File: config.mk
export PLATFORM = sky130hd
export DESIGN_NAME = clk_div_multi
export DESIGN_NICKNAME = d
export VERILOG_FILES = /design/src/rtl/clk_div_multi.sv
export SDC_FILE = /design/constraint.sdc
export NUM_CORES = 1
export LEC_CHECK = 0
export ABC_AREA = 0
export BUFFER_PORTS_ARGS = -buffer_cell sky130_fd_sc_hd__buf_2
export CORE_ASPECT_RATIO = 1.2
export CORE_MARGIN = 2
export CORE_UTILIZATION = 54
export CTS_CLUSTER_SIZE = 24
export DETAILED_ROUTE_END_ITERATION = 10
export PLACE_DENSITY = 0.72
export SYNTH_ARGS = -nofsm -noshare
export SYNTH_HDL_FRONTEND = slang
export SYNTH_SLANG_ARGS = --single-unit
File: constraint.sdc
create_clock -name clk_hf -period 8.3 [get_ports clk_hf]
set_input_delay 0.83 -clock clk_hf [delete_from_list [all_inputs] [get_ports clk_hf]]
set_output_delay 0.83 -clock clk_hf [all_outputs]
set_load 0.005 [all_outputs]
File: src/rtl/clk_div_multi.sv
// rtl/clk_div_multi.sv - NUM_CH independent integer clock dividers on clk_hf with per-period ratio updates.
// Each channel produces a registered near-50% clock and a period-start tick.
module clk_div_multi #(
   parameter int NUM_CH      = 2,
   parameter int DIV_W       = 8,
   parameter int DEFAULT_DIV = 2
) (
   input  logic              clk_hf,
   input  logic              reset,
   input  logic [NUM_CH-1:0] ch_en,
   input  logic [NUM_CH-1:0] div_wr,
   input  logic [DIV_W-1:0]  div_wdata,
   input  logic              sync_restart,
   output logic [NUM_CH-1:0] div_busy,
   output logic [NUM_CH-1:0] clk_out,
   output logic [NUM_CH-1:0] tick
);

   localparam logic [DIV_W-1:0] DIV_MIN = DIV_W'(2);
   localparam logic [DIV_W-1:0] DIV_RST = DIV_W'(DEFAULT_DIV);
   localparam logic [DIV_W-1:0] ONE     = DIV_W'(1);
   localparam logic [DIV_W:0]   ONE_X   = (DIV_W+1)'(1);

   logic [DIV_W-1:0]  cnt_q      [NUM_CH];
   logic [DIV_W-1:0]  cnt_d      [NUM_CH];
   logic [DIV_W-1:0]  div_cur_q  [NUM_CH];
   logic [DIV_W-1:0]  div_cur_d  [NUM_CH];
   logic [DIV_W-1:0]  div_pend_q [NUM_CH];
   logic [DIV_W-1:0]  div_pend_d [NUM_CH];
   logic [NUM_CH-1:0] pend_q, pend_d;
   logic [NUM_CH-1:0] run_q, run_d;
   logic [NUM_CH-1:0] tick_q, tick_d;
   logic [NUM_CH-1:0] clk_q, clk_d;
   logic [DIV_W-1:0]  wdata_clamped;

   // Ratios below 2 cannot produce a tick/clock pair, so they are raised to 2.
   assign wdata_clamped = (div_wdata < DIV_MIN) ? DIV_MIN : div_wdata;

   always_comb begin
      for (int c = 0; c < NUM_CH; c++) begin
         cnt_d[c]      = cnt_q[c];
         div_cur_d[c]  = div_cur_q[c];
         div_pend_d[c] = div_pend_q[c];
         pend_d[c]     = pend_q[c];
         run_d[c]      = run_q[c];

         if (!ch_en[c]) begin
            cnt_d[c]  = '0;
            run_d[c]  = 1'b0;
            pend_d[c] = 1'b0;
            if (pend_q[c]) div_cur_d[c] = div_pend_q[c];
            if (div_wr[c]) div_cur_d[c] = wdata_clamped;
         end else if (sync_restart || !run_q[c]) begin
            // Period starts fresh here, so a write can take effect at once.
            cnt_d[c]  = '0;
            run_d[c]  = 1'b1;
            pend_d[c] = 1'b0;
            if (pend_q[c]) div_cur_d[c] = div_pend_q[c];
            if (div_wr[c]) div_cur_d[c] = wdata_clamped;
         end else if (cnt_q[c] == div_cur_q[c] - ONE) begin
            cnt_d[c]  = '0;
            pend_d[c] = 1'b0;
            if (pend_q[c]) div_cur_d[c] = div_pend_q[c];
            if (div_wr[c]) begin
               div_pend_d[c] = wdata_clamped;
               pend_d[c]     = 1'b1;
            end
         end else begin
            cnt_d[c] = cnt_q[c] + ONE;
            if (div_wr[c]) begin
               div_pend_d[c] = wdata_clamped;
               pend_d[c]     = 1'b1;
            end
         end

         // Outputs follow the count being entered, using the ratio of that period.
         tick_d[c] = run_d[c] && (cnt_d[c] == '0);
         clk_d[c]  = run_d[c] &&
                     ({1'b0, cnt_d[c]} < (({1'b0, div_cur_d[c]} + ONE_X) >> 1));
      end
   end

   always_ff @(posedge clk_hf) begin
      if (reset) begin
         for (int c = 0; c < NUM_CH; c++) begin
            cnt_q[c]      <= '0;
            div_cur_q[c]  <= DIV_RST;
            div_pend_q[c] <= DIV_RST;
         end
         pend_q <= '0;
         run_q  <= '0;
         tick_q <= '0;
         clk_q  <= '0;
      end else begin
         for (int c = 0; c < NUM_CH; c++) begin
            cnt_q[c]      <= cnt_d[c];
            div_cur_q[c]  <= div_cur_d[c];
            div_pend_q[c] <= div_pend_d[c];
         end
         pend_q <= pend_d;
         run_q  <= run_d;
         tick_q <= tick_d;
         clk_q  <= clk_d;
      end
   end

   assign div_busy = pend_q;
   assign clk_out  = clk_q;
   assign tick     = tick_q;

endmodule

Yosys cells after proc, flatten, opt, wreduce, memory -nomap -nowiden
Memory sizes are Yosys's and may differ from the RTL's. Index checks and enable logic that the tools add are counted. Widths: inputs -> output; s select.

$add $sub $neg: 6. Order comparisons: 3. Equality and inequality tests: 2. Muxes and demuxes: 42. Bitwise operators: 8. Reduce and logical (&&, ||, !) cells: 14.

Operators by type and width (number): $mux 8 (29); $add 8x1->9 const B (2); $add 8x1->8 const B (2); $eq 8x8->1 (2); $logic_not 8->1 (2); $lt 8x8->1 (2); $sub 8x1->8 const B (2); $mux 1 (13); $lt 8x2->1 const B (1); $or 1x1->1 (6); $reduce_or 3->1 (2); $logic_and 1x1->1 (4); $reduce_bool 2->1 (2); $logic_not 1->1 (2); $logic_or 1x1->1 (2); $not 1->1 (2).

Flip-flop bits (word level): 8. RAM bits: 48. Bits of input ports: 15. Output and inout port bits: 6. Word-level logic and storage cells: 83. Memories kept: 3.

Memory list: cnt_q (depth 2, bits a word 8, rd ports 2, clocked after memory_dff 0, wr ports 2, line 24) `logic [DIV_W-1:0] cnt_q [NUM_CH];`; div_cur_q (depth 2, bits a word 8, rd ports 2, clocked after memory_dff 0, wr ports 2, line 26) `logic [DIV_W-1:0] div_cur_q [NUM_CH];`; div_pend_q (depth 2, bits a word 8, rd ports 2, clocked after memory_dff 0, wr ports 2, line 28) `logic [DIV_W-1:0] div_pend_q [NUM_CH];`.

Depth between registers and ports, before layout
Gate-level depths: netlist of the first run.

Depth in word-level cells: 8. Gate-level depth with buffers: 21. Mapped depth without buffers: 18.

Worst setup path before layout of the first run
No wires, ideal clock.

Path type: register -> register. From: mem div_cur_q[1][0] (netlist: div_cur_q[0][8]). To: reg clk_q[1] (netlist: clk_out[1]). Setup time: 0.103 ns. Arrival: 3.569 ns. Data required time: 8.197 ns. Slack: 4.628 ns. Stages on the path, launching flop included: 15. Path buffers: 0. Clock period less this slack: 3.672 ns. Cells stage by stage: dfxtp_1 > or4_4 > o211ai_2 > or3b_4 > a31oi_4 > nor2_2 > o311a_1 > inv_1 > ha_1 > nand2_1 > xor2_1 > ha_1 > a21o_1 > a21o_1 > a2111oi_2.

RTL lines: from (decl) (line 26); to (signal assigned) (line 103) `clk_q <= clk_d;`; to (decl) (line 33) `logic [NUM_CH-1:0] clk_q, clk_d;`.

==> results of run 1 <==
-- cells in the final DEF (no fill, tap or decap), drive strengths merged, types with 3 or more instances in the layout --
master and n:
a2111oi 3, a211oi 5, a21oi 36, and2 4, and3 4, buf 20
clkbuf 5, dfxtp 56, ha 20, inv 13, mux2 11, mux2i 8
nand2 51, nand2b 19, nand3 12, nand3b 5, nand4 7, nor2 54
nor2b 11, nor3 36, nor4 5, o211ai 12, o21ai 17, o31a 4
o31ai 3, xnor2 24, xor2 21
-- worst max-delay path by stage --
stage / depth (start not counted) / slack, ns / startpoint / end
CTS: 15 / 4.18 / div_cur_q[0][9]$_SDFF_PP1_ / clk_out[1]$_SDFF_PP0_
detailed placement: 15 / 4.22 / div_cur_q[0][8]$_SDFF_PP0_ / clk_out[1]$_SDFF_PP0_
finish: 15 / 4.17 / div_cur_q[0][8]$_SDFF_PP0_ / clk_out[1]$_SDFF_PP0_
global route: 15 / 3.82 / div_cur_q[0][8]$_SDFF_PP0_ / clk_out[1]$_SDFF_PP0_
global placement: 15 / 4.26 / div_cur_q[0][9]$_SDFF_PP1_ / clk_out[1]$_SDFF_PP0_
floorplan: 14 / 4.63 / div_cur_q[0][8]$_SDFF_PP0_ / clk_out[1]$_SDFF_PP0_
-- worst max-delay path: stages, from the launching register on --
cell and delay (ns):
dfxtp_1 0.38, inv_1 0.10, ha_1 0.18, nor3b_1 0.31
a21oi_1 0.11, nor4b_1 0.40, o21ai_1 0.27, nor2_2 0.34
o311a_1 0.30, inv_1 0.07, ha_1 0.25, xor2_1 0.18
ha_1 0.29, a2111oi_0 0.39, nor3_1 0.10, a2111oi_2 0.33
-- per-stage QoR --
stage / total power, mW / cell area, um^2
after floorplan: 0.390 / 4000
after global placement: 0.416 / 4090
after detailed placement: 0.419 / 4090
after CTS: 0.603 / 4200
after global routing: 0.627 / 4200
final: 0.598 / 4200
-- layer usage --
metal / part of all wire, % / up-vias / global-route usage (%)
li1: - / 1780 / -
met1: 44 / 1613 / 29.2
met2: 52 / 67 / 42.6
met3: 2.8 / 13 / 3.33
met4: 1.6 / 0 / 6.94
met5: 0 / - / 0
-- cells by family (layout without fill, tap and decap cells) --
kind of cell | after synthesis | count (layout)
mux | 19 | 19
xor+xnor | 45 | 45
simple gates | 221 | 221
fa+ha+maj | 20 | 20
buf+inv | 44 | 41
compound gates | 100 | 100
flops | 56 | 56
-- sequential cells by signal, indices dropped and copies added (netlist names) --
register / flops
div_cur_q: 16
tick: 2
clk_out: 2
div_busy: 2
cnt_q: 16
run_q: 2
div_pend_q: 16
-- power by group through the flow --
stage | combinational (mW) | clock, mW | sequential (mW)
floorplan | 0.100 | 0 | 0.290
global placement | 0.121 | 0 | 0.295
detailed placement | 0.123 | 0 | 0.296
CTS | 0.124 | 0.189 | 0.290
global route | 0.139 | 0.197 | 0.291
finish | 0.124 | 0.184 | 0.290
-- area by class of cell --
class                           count  area [um^2]  area share [%]
Clock buffer                        5         68.8            1.64
Timing Repair Buffer               20          100            2.38
Multi-Input combinational cell    405         2710            64.4
Sequential cell                    56         1120            26.7
Tap cell                           90          113            2.68
Clock inverter                      3         42.5            1.01
Inverter                           13         48.8            1.16
==> results.md, run 1 <==
* Outcome: finished, final reports clean
* Fill cells at 708
* Starting Density at between 50% and 60%
* Max Cap Viol at 0
* Max Clk Rate at 242 MHz
* # port buffers at 20
* Reg2reg end: clk_out[1]$_SDFF_PP0_
* # setup viols final at 0
* Inserted Clock Buffers at 5
* Compound-cell area share of the yosys netlist at ~18%
* Clock Latency Late Sink at ~0.32 ns
* Worst Hold Path Cells at 2
* Worst Clk Skew at roughly 0.0092 ns
* Final ANT Viol Nets at 0
* Synth area leaders: dfxtp_1 28%, ha_1 6.3%, xnor2_1 5.3%
* Fin Hold WS at between 0.4 and 0.5 ns
* Final worst slack at around 4.2 ns
* TritonCTS clock tree: yes
* Cell-internal power at roughly 420 uW
* Most common cell in the synthesized netlist: dfxtp_1
* Simple logic cell fraction of the synthesized area at 28.5%
* Antenna violations before repair at 0
* Critical-path maximum fanout at 5
* VDD IR-drop max at 94.2 uV
* Logic gate share of total power at just over 20%
* H-Tree Depth at 2
* Cell variety after synth at 66
* Number of global-route vias before repair at 3309
* Clk slew on worst S/H paths at 0.11 ns
* Main synth FF type: dfxtp_1
* Avg WL per Cell at 15.6 um
* Relative slew slack at between 20% and 30%
* Core Util, Final at between 50% and 60%
* Non-filler cells, final at 592
* Avg Cell Area, Syn at roughly 7.9 um^2
* Fin crit share at around half
* Largest net degree at the start of global routing at 53
* Deepest clock path buffer count at 2
* Final Hold Viols at 0
* Sequential-to-total area share from yosys stat at approximately 28%
* Clock share of power at a little under a third
* Leakage power at between 1.5 and 2 nW
* Yosys warnings at 0
* CTS Sinks at 56
* Path type of the worst setup path: reg -> reg
* Post-CTS resize count at 0
* Slew @ Worst Pin at around 1.1 ns
* Slew Viols, Final at 0
* Total global routing overflow at 0
* Synthesized instance count at 505
* Setup Buffers After CTS at 0
* Syn Nets at 540
* Die Wd at between 80 and 90 um
* # hold bufs at CTS at 0
* Async set or reset register ratio after synthesis at 0%
* Slack of the worst reg-to-reg path at between 4 and 5 ns
* Hold Path Origin: div_pend_q[0][4]$_SDFFE_PP0P_
* Synth Area in Adders at under 10%
* Setup Total Neg Slack at 0 ns
* Die area at approximately 8100 um^2
* First-pass GRT wire length at between 15000 and 20000 um
* IO Pins at 21
* WP data required at roughly 8.5 ns
* R2R cell count at 15
* Cell taking the most area after synthesis: dfxtp_1
* HP Class: reg -> reg
* Hold EP: div_pend_q[0][4]$_SDFFE_PP0P_
* Total GRT Usage at 23.9%
* R2r startpoint: div_cur_q[0][8]$_SDFF_PP0_
* Top-area cell type share of the netlist area at between 20% and 30%
* Synth Area in XOR/XNOR at around 9.9%
* Ant diodes at 0
* Critical Path Source Type: register
* Post-DP HPWL at around 7000 um
* Area of the core at around 7200 um^2
* Die Height at 98.3 um
* Setup WS pre-CTS at 4.22 ns
* Row cnt at 34
* DRC Markers at 0
* P_sw at approximately 180 uW
* Drt first pass iters at 4
* Mux cell area share after synthesis at slightly above 5%
* Unrepaired setup endpoints after global routing: no
* Final WL at just over 9000 um
* Via count at 3473
* Post-synth EDFFs at 0
* Fin crit period at ~4.1 ns
* Via density at between 5 and 6
* Nets at ~540
* Placed Instances at slightly below 600
* Routability cong. at just over 0.9
* Layout cells sized above 1 at about an eighth
* Sequential Power Share at between 40% and 50%
* CP Data Arrival Time at roughly 4.4 ns
* Root Buffer: clkbuf_8
* Area Overhead vs Synth at 5.10%
* Most instantiated cells after synthesis: 56 x dfxtp_1, 51 x nand2_1, 51 x nor2_1, 35 x a21oi_1, 33 x nor3_1
* CP Capture Type: register
* #FFs+latches synth at 56
* P per Cell Area at around 140 nW/um^2
* Largest family of logic cells by synthesized area: simple AND/OR/NAND/NOR gates
* First DRT Iteration DRCs at between 100 and 150
* Post-Syn Area at 4000 um^2
* Sw Ratio at between 20 and 30%
No activity file was read; power rests on OpenSTA's default activity.
==> inputs of run 2 (changes only) <==
- ABC_AREA: 0 -> 1
- clock period: 8.3 -> 4 ns (I/O delays scaled with it)
==> run 2 against run 1 <==
  * Clock power is 78% higher
  * Via count increased by 15%
  * Power grew 100%
  * Clock-buffer cell count grew 1
  * Worst hold slack got worse by 0.097 ns
  * Setup slack got worse by 3.5 ns
  * Die area rose by 2.7%
  * Synthesized cell count grew 26%
  * Sequential share of layout area fell by 0.94 points
  * Critical endpoint unchanged
==> results.md, run 2 <==
* Commonest non-fill, non-tap cell in the layout: nand2_1
* Path type of the worst setup path: reg -> reg
* Avg Cell Area, Syn at between 6 and 7 um^2
* Largest registers: cnt_q: 16 flops, div_cur_q: 16 flops, div_pend_q: 16 flops
* Slew Viols, Final at 0
* DRC Markers at 0
* Fin Hold WS at between 0.3 and 0.4 ns
* Critical-path maximum fanout at 12
* Clk slew on worst S/H paths at 0.11 ns
* # hold bufs at CTS at 0
* H-Tree Depth at 2
* Max Clk Rate at 296 MHz
* CP Launch Point: div_cur_q[0][8]$_SDFF_PP0_
* Sequential Power Share at 48.9%
* HP Class: in -> reg
* Antenna violations before repair at 0
* Cell-internal power at a little over 800 uW
* Root Buffer: clkbuf_8
* Final worst slack at 0.626 ns
* Sw Ratio at around a third
* WP data required at ~4.2 ns
* Layout cells sized above 1 at about 15%
* Routability cong. at 1.04
* CP Cell Sequence: inv_2, ha_1, xor2_1, nand2_1, nor2_2, nand3_2, nor2_8, nand2_2, nand2_1, nand2_1, o21ai_2, inv_1, ha_1, inv_1, nor2_2, xor2_1, ha_1, a21oi_1, nand2_1, a21oi_1
* Commonest cells after routing, fill and taps aside: 162 x nand2_1, 81 x inv_1, 64 x nand3_1
* Crit path max-delay cell type: dfxtp_1
* P per Cell Area at 279 nW/um^2
* Total power at roughly 1.2 mW
* Reg2reg end: clk_out[1]$_SDFF_PP0_
* Die area at around 8300 um^2
* Synth area leaders: dfxtp_1 27%, nand2_1 15%, nand3_1 7.8%
* Top-area cell type share of the netlist area at roughly 27%
* Max Cap Viol at 0
* TritonCTS clock tree: yes
* Starting Density at 56.2%
* CP Capture Type: register
* IO Pins at 21
* # setup viols final at 0
* Fin crit share at ~84%
* Via density at 5.42
* Final WL at about 10000 um
* Cell taking the most area after synthesis: dfxtp_1
* Synthesized instance count at between 600 and 700
* Main synth FF type: dfxtp_1
* First DRT Iteration DRCs at 202
* Post-CTS resize count at 0
* Post-Syn Area at 4110 um^2
* Cell variety after synth at 35
* Syn Nets at 670
* Yosys warnings at 0
* Avg WL per Cell at 13.8 um
* Row cnt at 34
* Number of global-route vias before repair at 4010
* Area Overhead vs Synth at 5.90%
* Hold Path Origin: ch_en[0]
* Hold EP: run_q[0]$_SDFF_PP0_
* Ant diodes at 0
* Die Height at 99.6 um
* R2R cell count at 20
* Drt first pass iters at 4
* Slew @ Worst Pin at 0.768 ns
* Core Util, Final at between 50 and 60%
* Async set or reset register ratio after synthesis at 0%
* R2r startpoint: div_cur_q[0][8]$_SDFF_PP0_
* Post-synth EDFFs at 0
* Leakage power at between 2 and 2.5 nW
* First-pass GRT wire length at roughly 18000 um
* Clock Latency Late Sink at between 0.3 and 0.4 ns
* VDD IR-drop max at about 170 uV
* Setup Buffers After CTS at 0
* Area of the core at between 7000 and 8000 um^2
* Via count at around 4.0k
* Largest net degree at the start of global routing at 40
* Final ANT Viol Nets at 0
* Post-DP HPWL at just over 8000 um
* Total GRT Usage at 26.3%
* Most used cell, CP: nand2_1
* Most common cell in the synthesized netlist: nand2_1
* # port buffers at 20
* Die Wd at 83.7 um
* Outcome: finished, final reports clean
* Most instantiated cells after synthesis: 162 x nand2_1, 81 x inv_1, 64 x nand3_1, 61 x nor2_1, 56 x dfxtp_1
* Logic gate share of total power at between 20% and 30%
* #FFs+latches synth at 56
* CP Data Arrival Time at ~3.6 ns
* Fin crit period at 3.37 ns
* Final Hold Viols at 0
* Setup Total Neg Slack at 0 ns
* CTS Sinks at 56
* Worst path max stage delay at around 0.38 ns
* Worst Clk Skew at 0.0121 ns
* Clock share of power at between 20% and 30%
* P_sw at 403 uW
* Crit path buf inv count at 3
* Setup WS pre-CTS at ~0.63 ns
* Dominant delay contributor by cell family on the critical path: simple AND/OR/NAND/NOR gates
* Deepest clock path buffer count at 2
* Total global routing overflow at 0
* Worst Hold Path Cells at 3
* Nets at about 700
* Unrepaired setup endpoints after global routing: no
* Inserted Clock Buffers at 5
* Slack of the worst reg-to-reg path at between 0.6 and 0.7 ns
* Relative slew slack at around half
* Sequential-to-total area share from yosys stat at between 20 and 30%
* Critical Path Source Type: register
==> run 2: cell types whose count changed in the layout (fill, tap and decap cells not counted), moves of 23 or more <==
cell     delta
inv_1      +68
xnor2_1    -23
nor3_1     -27
nand2_1   +111
nand3_1    +53
==> run 2: final cells by class <==
| class | count | area, um^2 |
|---|---|---|
| fill | 746 | 2960 |
| clock inverter | 2 | 10.0 |
| sequential | 56 | 1120 |
| clock buffer | 6 | 82.6 |
| multi-input combinational | 466 | 2550 |
| inverter | 97 | 364 |
| tap | 90 | 113 |
| timing repair buffer | 22 | 115 |
==> run 2: worst max-delay path by stage <==
stage	depth (start not counted)	end	slack (ns)
2_1_floorplan	20	clk_out[1]$_SDFF_PP0_	1.05
3_3_place_gp	20	clk_out[1]$_SDFF_PP0_	0.65
3_5_place_dp	20	clk_out[1]$_SDFF_PP0_	0.63
4_1_cts	20	clk_out[1]$_SDFF_PP0_	0.60
5_1_grt	20	clk_out[1]$_SDFF_PP0_	0.27
6_report	20	clk_out[1]$_SDFF_PP0_	0.63
==> run 2: cells by family (layout without fill, tap and decap cells) <==
family / count (synthesis) / in the layout / synth area share [%]
xor+xnor: 22 / 22 / 4.69
simple gates: 352 / 352 / 40.0
flops: 56 / 56 / 27.3
fa+ha+maj: 20 / 20 / 6.08
compound gates: 72 / 72 / 11.2
buf+inv: 113 / 127 / 10.7
==> run 2: through the flow <==
step	std cells	instance area [um^2]
after floorplan	635	4110
after global placement	731	4260
after detailed placement	731	4260
after CTS	739	4360
after global routing	739	4360
final	739	4360
==> run 2: worst register-to-register path, cell delays in order, from the launching register on <==
cell and delay [ns]:
dfxtp_1 0.38, inv_2 0.08, ha_1 0.30, xor2_1 0.15
nand2_1 0.08, nor2_2 0.13, nand3_2 0.13, nor2_8 0.16
nand2_2 0.20, nand2_1 0.11, nand2_1 0.06, o21ai_2 0.24
inv_1 0.11, ha_1 0.22, inv_1 0.10, nor2_2 0.06
xor2_1 0.14, ha_1 0.29, a21oi_1 0.15, nand2_1 0.07
a21oi_1 0.13
==> run 2: power groups by stage <==
| stage | clock (mW) | combinational, mW | sequential (mW) |
|---|---|---|---|
| 6_report | 0.328 | 0.293 | 0.595 |
| 3_3_place_gp | 0 | 0.287 | 0.607 |
| 5_1_grt | 0.366 | 0.337 | 0.598 |
| 3_5_place_dp | 0 | 0.292 | 0.608 |
| 2_1_floorplan | 0 | 0.228 | 0.602 |
| 4_1_cts | 0.335 | 0.294 | 0.595 |
==> run 2: routing by layer <==
| metal | track usage (%) | wire length, um | vias up |
|---|---|---|---|
| met5 | 0 | 0 | - |
| met4 | 12.8 | 337 | 0 |
| met3 | 3.15 | 270 | 27 |
| met2 | 49.9 | 5440 | 72 |
| met1 | 28.8 | 4130 | 1850 |
| li1 | - | - | 2056 |
